`src/rtl/renderizador_texto_if.sv`:
```
// Pixel-path bundle for the text overlay renderer: beam counters, frame
// strobe, string-buffer write port, font ROM port and the rendered pixel.
interface renderizador_texto_if #(
    parameter int N_CAR  = 8,
    parameter int CODE_W = 6
);
    localparam int IDX_W = (N_CAR > 1) ? $clog2(N_CAR) : 1;

    logic [9:0]        Qh;
    logic [9:0]        Qv;
    logic              fin_cuadro;
    logic              we;
    logic [IDX_W-1:0]  wr_idx;
    logic [CODE_W-1:0] wr_car;
    logic              wr_parp;
    logic [CODE_W+3:0] rom_dir;
    logic [7:0]        rom_dato;
    logic              bit_fuente;
    logic              en_texto;

    // Renderer side.
    modport slave (
        input  Qh, Qv, fin_cuadro, we, wr_idx, wr_car, wr_parp, rom_dato,
        output rom_dir, bit_fuente, en_texto
    );

    // Video timing / CPU / ROM side.
    modport master (
        output Qh, Qv, fin_cuadro, we, wr_idx, wr_car, wr_parp, rom_dato,
        input  rom_dir, bit_fuente, en_texto
    );
endinterface

```
`src/rtl/renderizador_texto.sv`:
```
// Text overlay renderer: a writable string of glyph codes drawn at a tile
// origin, optional 2x scaling and per-character blink. Three-stage pipeline
// from the beam counters to the font pixel, using an external synchronous
// font ROM between stage 1 and stage 2.
module renderizador_texto #(
    parameter int N_CAR        = 8,
    parameter int CODE_W       = 6,
    parameter int COL0         = 43,
    parameter int FILA0        = 16,
    parameter int ESCALA       = 1,
    parameter int PERIODO_PARP = 30
) (
    input logic                 reloj,
    input logic                 resetM,
    renderizador_texto_if.slave bus
);
    localparam int IDX_W  = (N_CAR > 1) ? $clog2(N_CAR) : 1;
    localparam int N_SLOT = 1 << IDX_W;
    localparam int X0     = COL0 * 8;
    localparam int Y0     = FILA0 * 16;
    localparam int ANCHO  = N_CAR * 8 * ESCALA;
    localparam int ALTO   = 16 * ESCALA;
    localparam int S      = ESCALA - 1;
    localparam int CNT_W  = (PERIODO_PARP > 1) ? $clog2(PERIODO_PARP) : 1;

    localparam logic [10:0]      X0_V     = 11'(X0);
    localparam logic [10:0]      Y0_V     = 11'(Y0);
    localparam logic [10:0]      ANCHO_V  = 11'(ANCHO);
    localparam logic [10:0]      ALTO_V   = 11'(ALTO);
    localparam logic [IDX_W:0]   N_CAR_V  = (IDX_W + 1)'(N_CAR);
    localparam logic [CNT_W-1:0] CNT_MAX  = CNT_W'(PERIODO_PARP - 1);

    // Parameter sanity: a box that does not fit the 1024x1024 counter space
    // or an unsupported scale must not build.
    if (N_CAR < 1 || N_CAR > 16) begin : g_err_ncar
        $error("renderizador_texto: N_CAR must be 1..16");
    end
    if (ESCALA != 1 && ESCALA != 2) begin : g_err_escala
        $error("renderizador_texto: ESCALA must be 1 or 2");
    end
    if (PERIODO_PARP < 1) begin : g_err_periodo
        $error("renderizador_texto: PERIODO_PARP must be >= 1");
    end
    if (X0 + ANCHO > 1024) begin : g_err_ancho
        $error("renderizador_texto: text box exceeds horizontal range");
    end
    if (Y0 + ALTO > 1024) begin : g_err_alto
        $error("renderizador_texto: text box exceeds vertical range");
    end

    // String buffer. Sized to a power of two so any idx is a legal index;
    // slots at or above N_CAR are never written and stay blank.
    logic [CODE_W-1:0] buf_code [N_SLOT];
    logic [N_SLOT-1:0] buf_parp;

    // Blink state.
    logic [CNT_W-1:0] cnt_q;
    logic             fase_q;

    // Stage 0 combinational box test and coordinate split.
    logic [10:0] dx;
    logic [10:0] dy;
    logic        dentro_c;

    // Pipeline registers.
    logic [IDX_W-1:0]  idx_s0;
    logic [2:0]        px_s0;
    logic [3:0]        fila_s0;
    logic              dentro_s0;
    logic [CODE_W-1:0] code_rd;
    logic              parp_rd;
    logic [CODE_W+3:0] rom_dir_q;
    logic [2:0]        px_s1;
    logic              dentro_s1;
    logic              parp_s1;
    logic [2:0]        px_s2;
    logic              dentro_s2;
    logic              parp_s2;
    logic              rom_bit;
    logic              bit_q;
    logic              en_q;

    // Slot write; out-of-range indices are dropped, and a same-cycle stage-1
    // read naturally sees the old contents since both happen on the edge.
    always_ff @(posedge reloj or posedge resetM) begin
        if (resetM) begin
            for (int i = 0; i < N_SLOT; i++) begin
                buf_code[i] <= '0;
            end
            buf_parp <= '0;
        end else if (bus.we && ({1'b0, bus.wr_idx} < N_CAR_V)) begin
            buf_code[bus.wr_idx] <= bus.wr_car;
            buf_parp[bus.wr_idx] <= bus.wr_parp;
        end
    end

    // Frame counter: fase flips every PERIODO_PARP frames.
    always_ff @(posedge reloj or posedge resetM) begin
        if (resetM) begin
            cnt_q  <= '0;
            fase_q <= 1'b0;
        end else if (bus.fin_cuadro) begin
            if (cnt_q == CNT_MAX) begin
                cnt_q  <= '0;
                fase_q <= ~fase_q;
            end else begin
                cnt_q <= cnt_q + 1'b1;
            end
        end
    end

    // Offset from the box origin; an 11-bit borrow lands above 1023 and so
    // fails the size compare, which also covers counter wrap-around.
    always_comb begin
        dx       = {1'b0, bus.Qh} - X0_V;
        dy       = {1'b0, bus.Qv} - Y0_V;
        dentro_c = ~dx[10] & ~dy[10] & (dx < ANCHO_V) & (dy < ALTO_V);
    end

    // Stage 0: register slot index, pixel column, glyph row and box flag.
    always_ff @(posedge reloj or posedge resetM) begin
        if (resetM) begin
            idx_s0    <= '0;
            px_s0     <= '0;
            fila_s0   <= '0;
            dentro_s0 <= 1'b0;
        end else begin
            idx_s0    <= dx[S+3 +: IDX_W];
            px_s0     <= dx[S +: 3];
            fila_s0   <= dy[S +: 4];
            dentro_s0 <= dentro_c;
        end
    end

    // Buffer lookup; outside the box the blank glyph is addressed.
    always_comb begin
        code_rd = '0;
        parp_rd = 1'b0;
        if (dentro_s0) begin
            code_rd = buf_code[idx_s0];
            parp_rd = buf_parp[idx_s0];
        end
    end

    // Stage 1: issue the ROM address and carry the pixel context along.
    always_ff @(posedge reloj or posedge resetM) begin
        if (resetM) begin
            rom_dir_q <= '0;
            px_s1     <= '0;
            dentro_s1 <= 1'b0;
            parp_s1   <= 1'b0;
        end else begin
            rom_dir_q <= {code_rd, fila_s0};
            px_s1     <= px_s0;
            dentro_s1 <= dentro_s0;
            parp_s1   <= parp_rd;
        end
    end

    // Stage 2: wait out the ROM read cycle.
    always_ff @(posedge reloj or posedge resetM) begin
        if (resetM) begin
            px_s2     <= '0;
            dentro_s2 <= 1'b0;
            parp_s2   <= 1'b0;
        end else begin
            px_s2     <= px_s1;
            dentro_s2 <= dentro_s1;
            parp_s2   <= parp_s1;
        end
    end

    // Pick the pixel out of the ROM row, MSB leftmost.
    always_comb begin
        rom_bit = bus.rom_dato[3'd7 - px_s2];
    end

    // Output stage: gate by the box and by the blink phase.
    always_ff @(posedge reloj or posedge resetM) begin
        if (resetM) begin
            bit_q <= 1'b0;
            en_q  <= 1'b0;
        end else begin
            bit_q <= dentro_s2 & ~(parp_s2 & fase_q) & rom_bit;
            en_q  <= dentro_s2;
        end
    end

    assign bus.rom_dir    = rom_dir_q;
    assign bus.bit_fuente = bit_q;
    assign bus.en_texto   = en_q;

endmodule
```
`src/flat_wrapper.sv`:
```
// flat-port wrapper written by rule: the top's interface ports become plain ports
module renderizador_texto_flat 
#(
    parameter int N_CAR        = 8,
    parameter int CODE_W       = 6,
    parameter int COL0         = 43,
    parameter int FILA0        = 16,
    parameter int ESCALA       = 1,
    parameter int PERIODO_PARP = 30
)
  (reloj, resetM, bus_Qh, bus_Qv, bus_fin_cuadro, bus_we, bus_wr_idx, bus_wr_car, bus_wr_parp, bus_rom_dato, bus_rom_dir, bus_bit_fuente, bus_en_texto);
  renderizador_texto_if #(.N_CAR(N_CAR), .CODE_W(CODE_W)) bus_i ();
  input logic reloj;
  input logic resetM;
  input wire logic [$bits(bus_i.Qh)-1:0] bus_Qh;
  input wire logic [$bits(bus_i.Qv)-1:0] bus_Qv;
  input wire logic [$bits(bus_i.fin_cuadro)-1:0] bus_fin_cuadro;
  input wire logic [$bits(bus_i.we)-1:0] bus_we;
  input wire logic [$bits(bus_i.wr_idx)-1:0] bus_wr_idx;
  input wire logic [$bits(bus_i.wr_car)-1:0] bus_wr_car;
  input wire logic [$bits(bus_i.wr_parp)-1:0] bus_wr_parp;
  input wire logic [$bits(bus_i.rom_dato)-1:0] bus_rom_dato;
  output wire logic [$bits(bus_i.rom_dir)-1:0] bus_rom_dir;
  output wire logic [$bits(bus_i.bit_fuente)-1:0] bus_bit_fuente;
  output wire logic [$bits(bus_i.en_texto)-1:0] bus_en_texto;
  assign bus_i.Qh = bus_Qh;
  assign bus_i.Qv = bus_Qv;
  assign bus_i.fin_cuadro = bus_fin_cuadro;
  assign bus_i.we = bus_we;
  assign bus_i.wr_idx = bus_wr_idx;
  assign bus_i.wr_car = bus_wr_car;
  assign bus_i.wr_parp = bus_wr_parp;
  assign bus_i.rom_dato = bus_rom_dato;
  assign bus_rom_dir = bus_i.rom_dir;
  assign bus_bit_fuente = bus_i.bit_fuente;
  assign bus_en_texto = bus_i.en_texto;
  renderizador_texto #(.N_CAR(N_CAR), .CODE_W(CODE_W), .COL0(COL0), .FILA0(FILA0), .ESCALA(ESCALA), .PERIODO_PARP(PERIODO_PARP)) u_core (.reloj(reloj), .resetM(resetM), .bus(bus_i));
endmodule
```
`config.mk`:
```
export PLATFORM = sky130hd
export DESIGN_NAME = renderizador_texto_flat
export DESIGN_NICKNAME = d
export VERILOG_FILES = /design/src/rtl/renderizador_texto_if.sv /design/src/rtl/renderizador_texto.sv /design/src/flat_wrapper.sv
export SDC_FILE = /design/constraint.sdc
export NUM_CORES = 1
export LEC_CHECK = 0
export CAP_MARGIN = 25
export CORE_MARGIN = 8
export CORE_UTILIZATION = 30
export CTS_CLUSTER_DIAMETER = 60
export DETAILED_ROUTE_END_ITERATION = 10
export PLACE_DENSITY = 0.54
export SYNTH_ARGS = -nofsm -noshare
export SYNTH_HDL_FRONTEND = slang
export SYNTH_SLANG_ARGS = --single-unit
```
`constraint.sdc`:
```
create_clock -name reloj -period 2.99 [get_ports reloj]
set_input_delay 0.598 -clock reloj [delete_from_list [all_inputs] [get_ports reloj]]
set_output_delay 0.598 -clock reloj [all_outputs]
set_load 0.01 [all_outputs]
```
==> load_flow_metrics.sql, run 1 <==
INSERT INTO impl_metrics (metric_group, metric, value, unit) VALUES
('status', 'outcome', 'completed', ''),
('clock_network', 'cts_tree', 'built', ''),
('die', 'core_region_area', '13100', 'µm²'),
('routing', 'vias', '2233', ''),
('clock_network', 'cts-root-buf', 'clkbuf_16', ''),
('clock_network', 'number_of_hold_repair_buffers_added_at_the_cts_stage', '0', ''),
('finish', 'area.growth.synth_to_final', '27.2', '%'),
('global_routing', 'grt_first_pass_wirelength', '12900', 'µm'),
('global_routing', 'initial_antenna_violation_count', '0', ''),
('die', 'dieHeight', '131', 'µm'),
('timing', 'unrepaired_setup_endpoints_after_global_routing', 'no', ''),
('global_routing', 'via_count_of_the_first_global_routing_pass', '2413', ''),
('timing', 'timing.final.setup_violations', '0', ''),
('timing', 'final-max-slew-violation-count', '0', ''),
('critical_path', 'arr_time_crit_path', '2250', 'ps'),
('routing', 'route.antenna.remaining_nets', '0', ''),
('place', 'globalplace.congestion', '0.726', ''),
('critical_path', 'crit_buf_inv', '1', ''),
('global_routing', 'grt_use_met1', '13.0', '%'),
('die', 'rows', '42', ''),
('global_routing', 'met3_usage', '3.37', '%'),
('timing', 'finalCriticalPeriod', '2020', 'ps'),
('critical_path', 'reg2reg_slack', '1450', 'ps'),
('routing', 'wirelength', '7950', 'µm'),
('power_and_ir_drop', 'ir_worst_vdd', '0.000284', 'V'),
('clock_network', 'worst_setup_hold_path_clk_slew', '70', 'ps'),
('worst_hold_path', 'hold_class', 'reg -> reg', ''),
('critical_path', 'crit_path_start', 'bus_wr_idx[1]', ''),
('critical_path', 'critical_setup_path_kind', 'in -> reg', ''),
('clock_network', 'cts-buffers-inserted', '9', ''),
('clock_network', 'count_of_buffers_added_by_post_cts_timing_repair_for_setup', '0', ''),
('timing', 'finalClockSkew', '5.77', 'ps'),
('yosys', 'syn_inst_count', '243', ''),
('finish', 'final_non_filler_cell_total', '486', ''),
('clock_network', 'ctsHtreeMaxLevel', '3', ''),
('worst_hold_path', 'worstHoldStart', 'u_core.px_s1[2]$_DFF_PP0_', ''),
('finish', 'sequential_cell_area', '2380', 'µm²'),
('yosys', 'yosys_warnings', '0', ''),
('yosys', 'netlist_area', '3960', 'µm²'),
('timing', 'fmaxAchievable', '495', 'MHz'),
('global_routing', 'globalRouteMet2Util', '15.9', '%'),
('finish', 'n_antenna_cell', '0', ''),
('critical_path', 'data_required_time_of_the_worst_path', '3220', 'ps'),
('yosys', 'synth_top_area_cells', 'dfrtp_1, mux2_2, mux4_2', ''),
('finish', 'final_layout_size_suffix_gt1_share', '32.6', '%'),
('die', 'initial_core_util', '30.2', '%'),
('critical_path', 'timing.critical_path.fanout_max', '8', ''),
('routing', 'viasPerCell', '4.59', ''),
('yosys', 'synthesized_flop_and_latch_total', '95', ''),
('timing', 'final_hold_viol_count', '0', ''),
('clock_network', 'clk-insertion-delay-late', '330', 'ps'),
('yosys', 'netlist.area_leader.share', '60.1', '%'),
('power_and_ir_drop', 'powerDensity', '658', 'nW/µm²'),
('critical_path', 'r2r_start', 'u_core.idx_s0[2]$_DFF_PP0_', ''),
('global_routing', 'top_usage_layer', 'met2', ''),
('timing', 'setup_total_negative_slack', '0', 'ps'),
('die', 'floorplan.die.width', '131', 'µm'),
('die', 'design.die.area', '17100', 'µm²'),
('place', 'port_buffers', '53', ''),
('yosys', 'yosys.cell_types.count', '35', ''),
('power_and_ir_drop', 'leakage', '0.00211', 'µW'),
('critical_path', 'crit_path_end_kind', 'flop', ''),
('global_routing', 'grt_start_max_net_pins', '37', ''),
('clock_network', 'numClockSinks', '95', ''),
('finish', 'layout.nets', '351', ''),
('clock_network', 'cts_repair_resize_count', '0', ''),
('clock_network', 'clockBufferDepth', '2', ''),
('global_routing', 'total_overflow_reported_by_the_global_router', '0', ''),
('critical_path', 'startpoint_type', 'primary input', ''),
('job', 'timing.max_cap.violations', '0', ''),
('finish', 'layout.cells.most_common', 'dfrtp_1', '');
per-layer routing:
| metal | up-vias | share of wire (%) |
|---|---|---|
| met5 | - | 0 |
| met1 | 1165 | 47 |
| met3 | 5 | 5.0 |
| li1 | 1017 | - |
| met4 | 0 | 0.72 |
| met2 | 46 | 47 |
worst paths after layout:
path,to,cells past startpoint
setup / recovery,u_core.buf_code[36]$_DFFE_PP0P_,3
hold / removal,u_core.px_s2[2]$_DFF_PP0_,0
setup reg to reg,u_core.parp_s1$_DFF_PP0_,3
hold reg to reg,u_core.px_s2[2]$_DFF_PP0_,0
max in group asynchronous,u_core.bus.rom_dir[2]$_DFF_PP0_,3
min in group asynchronous,u_core.buf_code[14]$_DFFE_PP0P_,2
layout make-up:
type / instances / area share, %
tap: 176 / 4.37
clock inverter: 5 / 1.24
sequential: 95 / 47.2
clock buffer: 11 / 5.02
timing repair buffer: 60 / 12.1
inverter: 5 / 0.447
multi-input combinational: 134 / 29.6
registers in the layout, summed over array words and instances (netlist names):
name,count
u_core.dentro_s1,1
u_core.bus.rom_dir,10
u_core.idx_s0,3
u_core.cnt_q,5
u_core.parp_s1,1
u_core.px_s1,3
u_core.dentro_s2,1
u_core.fila_s0,4
u_core.px_s0,3
u_core.fase_q,1
u_core.parp_s2,1
u_core.dentro_s0,1
u_core.bus.bit_fuente,1
u_core.buf_parp,8
u_core.buf_code,48
u_core.bus.en_texto,1
u_core.px_s2,3
worst register-to-register path: stages, from the launching register on:
cell and delay, ps:
dfrtp_1 800, mux4_2 420, mux2i_1 150, nor2b_1 60
power breakdown:
part | internal (µW) | leakage, µW | switching [µW]
clock | 699 | 0.000149 | 481
combinational | 336 | 0.000803 | 171
sequential | 1500 | 0.00116 | 128
total | 2530 | 0.00211 | 779
Yosys cell counts:
library cell and number:
nor3_4 1, nand4b_1 3, mux2_2 56, buf_1 1, nor2_1 2, nor3_2 1, buf_2 4, o22ai_1 1
ha_1 4, nand2_1 6, a31oi_1 1, nand2b_1 3, and4_1 1, clkbuf_1 1, xnor2_1 2, buf_12 1
a21oi_1 1, buf_6 2, nand4_1 2, o2111a_1 1, mux2i_1 9, nor3b_1 1, inv_1 5, nor4_1 1
a22o_1 2, a21o_1 1, and3_1 2, nor2b_1 9, o21ai_0 3, o2111ai_1 1, nand2b_4 1, dfrtp_1 95
nor3b_4 2, nand3b_1 1, mux4_2 16
through the flow:
| step | setup WS (ps) | area [µm²] | utilization, % | power [µW] |
|---|---|---|---|---|
| 2_1_floorplan | 1270 | 3960 | - | 2000 |
| 4_1_cts | 959 | 5030 | 38.5 | 3360 |
| 3_3_place_gp | 662 | 4720 | 36.1 | 2140 |
| 3_5_place_dp | 594 | 4720 | 36.1 | 2170 |
| 6_report | 968 | 5030 | 38.5 | 3310 |
| 5_1_grt | 893 | 5030 | 38.5 | 3490 |
cell families after synthesis:
kind of cell / count (synthesis) / synth area share, %
and+or+nand+nor: 36 / 6.67
buffers and inverters: 14 / 2.25
AOI/OAI and AO/OA: 11 / 1.96
muxes: 81 / 27.3
xor gates and xnor gates: 2 / 0.443
DFF: 95 / 60.1
adders and majority gates: 4 / 1.27
Power figures use the tool's default switching activity.
==> run 2: changes to the inputs <==
Clock period 2.99 ns to 1.81 ns, I/O delays scaled along.
==> load_flow_metrics.sql, run 2 (same netlist as run 1, synthesis figures left out) <==
INSERT INTO impl_metrics (metric_group, metric, value, unit) VALUES
('status', 'outcome', 'completed', ''),
('timing', 'final_hold_viol_count', '0', ''),
('finish', 'area.growth.synth_to_final', '31.2', '%'),
('global_routing', 'grt_first_pass_wirelength', '13400', 'µm'),
('critical_path', 'data_required_time_of_the_worst_path', '1450', 'ps'),
('timing', 'final-max-slew-violation-count', '0', ''),
('die', 'initial_core_util', '30.2', '%'),
('clock_network', 'ctsHtreeMaxLevel', '3', ''),
('clock_network', 'clockBufferDepth', '2', ''),
('place', 'globalplace.congestion', '0.750', ''),
('clock_network', 'cts_tree', 'built', ''),
('timing', 'unrepaired_setup_endpoints_after_global_routing', 'no', ''),
('die', 'num_io_pins', '54', ''),
('die', 'floorplan.die.width', '131', 'µm'),
('clock_network', 'cts-root-buf', 'clkbuf_16', ''),
('critical_path', 'crit_path_end_kind', 'output pin', ''),
('finish', 'multi_input_comb_area', '1490', 'µm²'),
('routing', 'viasPerCell', '4.54', ''),
('clock_network', 'cts-buffers-inserted', '9', ''),
('timing', 'timing.final.setup_violations', '0', ''),
('clock_network', 'numClockSinks', '95', ''),
('routing', 'remaining_drc_errors', '0', ''),
('critical_path', 'cp_cell_sequence', 'clkdlybuf4s50_1', ''),
('finish', 'final_cell_mix', 'dfrtp_1, mux2_2, clkdlybuf4s50_1', ''),
('critical_path', 'timing.critical_path.fanout_max', '1', ''),
('finish', 'final_layout_size_suffix_gt1_share', '35.1', '%'),
('timing', 'worstMarginPinSlew', '510', 'ps'),
('global_routing', 'initial_antenna_violation_count', '0', ''),
('clock_network', 'number_of_hold_repair_buffers_added_at_the_cts_stage', '0', ''),
('place', 'worst_slack_after_detailed_placement', '-130', 'ps'),
('critical_path', 'startpoint_type', 'flop', ''),
('routing', 'drt-initial-drc-count', '96', ''),
('finish', 'sequential_cell_area', '2380', 'µm²'),
('die', 'dieHeight', '131', 'µm'),
('timing', 'setup_total_negative_slack', '0', 'ps'),
('routing', 'wirelength', '8060', 'µm'),
('worst_hold_path', 'hold_class', 'reg -> reg', ''),
('power_and_ir_drop', 'ir_worst_vdd', '0.000496', 'V'),
('routing', 'vias', '2263', ''),
('die', 'rows', '42', ''),
('place', 'post_placement_cell_count', '482', ''),
('critical_path', 'arr_time_crit_path', '1210', 'ps'),
('critical_path', 'slowest_delay', '540', 'ps'),
('place', 'port_buffers', '53', ''),
('finish', 'final_non_filler_cell_total', '498', ''),
('global_routing', 'total_overflow_reported_by_the_global_router', '0', ''),
('finish', 'layout.cells.most_common', 'dfrtp_1', ''),
('timing', 'slew_headroom', '66.0', '%'),
('clock_network', 'clk-insertion-delay-late', '340', 'ps'),
('critical_path', 'crit_buf_inv', '1', ''),
('global_routing', 'via_count_of_the_first_global_routing_pass', '2503', ''),
('critical_path', 'critical_setup_path_kind', 'reg -> out', ''),
('finish', 'layout.filler_cells', '1205', ''),
('finish', 'finish.utilization', '39.7', '%'),
('routing', 'wl_per_cell', '16.2', 'µm'),
('place', 'dp_hpwl', '5580', 'µm'),
('place', 'dpl-instance-area', '4880', 'µm²'),
('finish', 'layout.nets', '363', ''),
('routing', 'drt_first_pass_iters', '4', ''),
('timing', 'finalCriticalPeriod', '1580', 'ps'),
('power_and_ir_drop', 'leakage', '0.00221', 'µW'),
('die', 'core_region_area', '13100', 'µm²'),
('power_and_ir_drop', 'powerDensity', '1060', 'nW/µm²'),
('job', 'timing.max_cap.violations', '0', ''),
('routing', 'route.antenna.remaining_nets', '0', ''),
('critical_path', 'path_delay_family', 'buffers and inverters', ''),
('finish', 'largest_reg_flops', '48', ''),
('timing', 'final_critical_path_setup_slack', '235', 'ps'),
('timing', 'finalClockSkew', '4.97', 'ps'),
('global_routing', 'grt.total_usage', '10.4', '%'),
('die', 'design.die.area', '17100', 'µm²'),
('clock_network', 'count_of_buffers_added_by_post_cts_timing_repair_for_setup', '0', ''),
('clock_network', 'worst_setup_hold_path_clk_slew', '60', 'ps'),
('global_routing', 'grt_start_max_net_pins', '38', ''),
('finish', 'layout.cell_area.non_filler', '5190', 'µm²'),
('clock_network', 'cts_repair_resize_count', '0', ''),
('finish', 'max_flop_register', 'u_core.buf_code', ''),
('timing', 'timing.final.crit_share', '87.0', '%'),
('timing', 'fmaxAchievable', '635', 'MHz'),
('finish', 'n_antenna_cell', '0', ''),
('critical_path', 'worst_path_max_delay_cell', 'clkdlybuf4s50_1', '');
==> run 2: cell count changes in the layout (fill, tap and decap cells not counted), sizes merged <==
cell / change
buf: +12
clkinv: +3
clkinvlp: -1
inv: -2
==> run 2: stage by stage <==
stage / power [µW] / hold slack [ps]
final: 5480 / 347
after global routing: 5770 / 356
after CTS: 5570 / 348
after detailed placement: 3610 / 335
after global placement: 3570 / 332
after floorplan: 3300 / 331
==> run 2: per-layer routing <==
metal	routed length (µm)	up-vias	global-route usage, %
met4	113	0	3.85
met1	3830	1165	13.8
met2	3690	47	15.8
met3	422	11	2.84
met5	0	-	0
li1	-	1040	-
==> run 2: power by group <==
| part | switching (µW) | internal (µW) | leakage [µW] |
|---|---|---|---|
| clock network | 783 | 1140 | 0.000152 |
| logic | 304 | 582 | 0.000894 |
| registers | 195 | 2470 | 0.00116 |
==> run 2: area by class of cell <==
| class | count | share of cell area, % |
|---|---|---|
| Sequential cell | 95 | 45.8 |
| Multi-Input combinational cell | 134 | 28.7 |
| Timing Repair Buffer | 72 | 14.9 |
| Clock buffer | 11 | 4.87 |
| Tap cell | 176 | 4.24 |
| Clock inverter | 5 | 1.08 |
| Inverter | 5 | 0.434 |
==> run 2: worst paths after layout <==
check | from | endpoint | slack, ps | cells after the start
min in group asynchronous | resetM | u_core.buf_code[14]$_DFFE_PP0P_ | 390 | 2
worst max register to register | u_core.cnt_q[1]$_DFFE_PP0P_ | u_core.cnt_q[3]$_DFFE_PP0P_ | 400 | 5
max in group asynchronous | resetM | u_core.idx_s0[2]$_DFF_PP0_ | 890 | 3
worst max-delay path | u_core.bus.rom_dir[4]$_DFF_PP0_ | bus_rom_dir[4] | 230 | 1
worst min-delay path | u_core.px_s1[1]$_DFF_PP0_ | u_core.px_s2[1]$_DFF_PP0_ | 350 | 0
worst min register to register | u_core.px_s1[1]$_DFF_PP0_ | u_core.px_s2[1]$_DFF_PP0_ | 350 | 0
==> run 3: changes to the inputs <==
Settings changed: CORE_ASPECT_RATIO set to 2.
==> load_flow_metrics.sql, run 3 (same netlist as run 1, synthesis figures left out) <==
INSERT INTO impl_metrics (metric_group, metric, value, unit) VALUES
('critical_path', 'crit_path_end_kind', 'output pin', ''),
('global_routing', 'grt_start_max_net_pins', '51', ''),
('critical_path', 'critPathCapture', 'bus_rom_dir[7]', ''),
('routing', 'route.antenna.remaining_nets', '0', ''),
('critical_path', 'r2r_start', 'u_core.idx_s0[1]$_DFF_PP0_', ''),
('critical_path', 'timing.critical_path.fanout_max', '1', ''),
('power_and_ir_drop', 'seq_power_share', '47.8', '%'),
('finish', 'final_cell_mix', 'dfrtp_1, mux2_2, clkdlybuf4s50_1', ''),
('die', 'design.die.area', '17300', 'µm²'),
('critical_path', 'worst_r2r_path_depth', '4', ''),
('timing', 'final-max-slew-violation-count', '0', ''),
('timing', 'slew_headroom', '66.1', '%'),
('power_and_ir_drop', 'comb_power_share', '16.1', '%'),
('clock_network', 'numClockSinks', '95', ''),
('timing', 'timing.final.setup_violations', '0', ''),
('routing', 'vias', '2300', ''),
('critical_path', 'worst_path_max_delay_cell', 'clkdlybuf4s50_1', ''),
('worst_hold_path', 'hold_class', 'in -> async', ''),
('timing', 'timing.final.crit_share', '87.0', '%'),
('power_and_ir_drop', 'internal_power', '4290', 'µW'),
('timing', 'unrepaired_setup_endpoints_after_global_routing', 'no', ''),
('clock_network', 'cts_repair_resize_count', '0', ''),
('routing', 'drt-initial-drc-count', '47', ''),
('timing', 'fmaxAchievable', '635', 'MHz'),
('timing', 'finalCriticalPeriod', '1580', 'ps'),
('die', 'floorplan.die.width', '97.2', 'µm'),
('finish', 'largest_reg_flops', '48', ''),
('power_and_ir_drop', 'ir_worst_vdd', '0.000549', 'V'),
('power_and_ir_drop', 'powerDensity', '1070', 'nW/µm²'),
('timing', 'final_hold_viol_count', '0', ''),
('routing', 'wirelength', '8590', 'µm'),
('timing', 'finalClockSkew', '6.56', 'ps'),
('die', 'core_region_area', '12900', 'µm²'),
('clock_network', 'worst_setup_hold_path_clk_slew', '70', 'ps'),
('finish', 'n_antenna_cell', '0', ''),
('global_routing', 'grt.total_usage', '10.4', '%'),
('power_and_ir_drop', 'leakage', '0.00223', 'µW'),
('critical_path', 'reg2reg_slack', '300', 'ps'),
('clock_network', 'number_of_hold_repair_buffers_added_at_the_cts_stage', '0', ''),
('finish', 'layout.filler_cells', '1197', ''),
('global_routing', 'via_count_of_the_first_global_routing_pass', '2644', ''),
('place', 'dp_hpwl', '6170', 'µm'),
('die', 'num_io_pins', '54', ''),
('clock_network', 'cts-root-buf', 'clkbuf_16', ''),
('critical_path', 'data_required_time_of_the_worst_path', '1450', 'ps'),
('routing', 'drt_first_pass_iters', '4', ''),
('finish', 'layout.cells.most_common', 'dfrtp_1', ''),
('finish', 'finish.utilization', '40.3', '%'),
('power_and_ir_drop', 'clock_power_share', '36.0', '%'),
('critical_path', 'arr_time_crit_path', '1210', 'ps'),
('critical_path', 'path_delay_family', 'buffers and inverters', ''),
('global_routing', 'initial_antenna_violation_count', '0', ''),
('finish', 'final_layout_size_suffix_gt1_share', '35.3', '%'),
('timing', 'worstMarginPinSlew', '509', 'ps'),
('die', 'initial_core_util', '30.6', '%'),
('clock_network', 'clockBufferDepth', '2', ''),
('finish', 'layout.nets', '364', ''),
('routing', 'remaining_drc_errors', '0', ''),
('routing', 'viasPerCell', '4.84', ''),
('routing', 'wl_per_cell', '18.1', 'µm'),
('critical_path', 'crit_path_start', 'u_core.bus.rom_dir[7]$_DFF_PP0_', ''),
('finish', 'max_flop_register', 'u_core.buf_code', ''),
('place', 'globalplace.congestion', '0.740', ''),
('die', 'dieHeight', '178', 'µm'),
('critical_path', 'crit_buf_inv', '1', ''),
('power_and_ir_drop', 'proportion_of_total_power_due_to_net_switching', '23.4', '%'),
('status', 'outcome', 'completed', ''),
('timing', 'holdWs', '336', 'ps'),
('global_routing', 'total_overflow_reported_by_the_global_router', '0', ''),
('critical_path', 'slowest_delay', '540', 'ps'),
('critical_path', 'cp_cell_sequence', 'clkdlybuf4s50_1', ''),
('clock_network', 'cts-buffers-inserted', '9', ''),
('clock_network', 'cts_tree', 'built', ''),
('power_and_ir_drop', 'power_switching', '1310', 'µW'),
('critical_path', 'reg_to_reg_endpoint', 'u_core.bus.rom_dir[5]$_DFF_PP0_', ''),
('place', 'port_buffers', '53', ''),
('critical_path', 'critical_setup_path_kind', 'reg -> out', ''),
('critical_path', 'startpoint_type', 'flop', ''),
('global_routing', 'grt_first_pass_wirelength', '14000', 'µm'),
('finish', 'area.growth.synth_to_final', '31.8', '%'),
('critical_path', 'path_depth', '1', ''),
('clock_network', 'ctsHtreeMaxLevel', '3', ''),
('job', 'timing.max_cap.violations', '0', ''),
('die', 'rows', '59', ''),
('clock_network', 'clk-insertion-delay-late', '340', 'ps'),
('clock_network', 'count_of_buffers_added_by_post_cts_timing_repair_for_setup', '0', '');
## run 3: power groups by stage
stage          combinational [µW]  clock [µW]  sequential (µW)
3_3_place_gp                  897           0             2700
4_1_cts                       928        2090             2680
5_1_grt                       990        2150             2720
6_report                      904        2020             2680
3_5_place_dp                  922           0             2720
2_1_floorplan                 657           0             2640
## run 3: routing by layer
metal	up-vias	routed length [µm]	GRT usage (%)
li1	1039	-	-
met1	1204	2960	9.58
met2	46	5170	21.0
met3	11	300	2.21
met4	0	161	4.65
met5	-	0	0
## run 3: final cells by class
class	instances	area (µm²)	area share, %
tap	152	190	3.65
clock inverter	3	46.3	0.888
timing repair buffer	73	806	15.5
multi-input combinational	134	1490	28.6
inverter	5	22.5	0.432
clock buffer	13	280	5.38
sequential	95	2380	45.6
## run 3: metrics by stage
step	area, µm²	setup WS [ps]	total power [µW]	setup TNS, ps	instances
2_1_floorplan	3960	328	3300	0	243
3_3_place_gp	4890	-69.4	3590	-1170	459
3_5_place_dp	4890	-69.6	3640	-1460	459
4_1_cts	5210	206	5690	0	475
5_1_grt	5210	181	5870	0	475
6_report	5210	234	5600	0	475
## run 3: how the worst min path moves through the flow
| stage | endpoint | start | slack (ps) |
|---|---|---|---|
| detailed placement | u_core.px_s2[1]$_DFF_PP0_ | u_core.px_s1[1]$_DFF_PP0_ | 330 |
| global route | u_core.bus.rom_dir[3]$_DFF_PP0_ | resetM | 350 |
| floorplan | u_core.bus.rom_dir[0]$_DFF_PP0_ | u_core.fila_s0[0]$_DFF_PP0_ | 330 |
| global placement | u_core.dentro_s2$_DFF_PP0_ | u_core.dentro_s1$_DFF_PP0_ | 330 |
| finish | u_core.bus.rom_dir[3]$_DFF_PP0_ | resetM | 340 |
| CTS | u_core.bus.rom_dir[3]$_DFF_PP0_ | resetM | 340 |
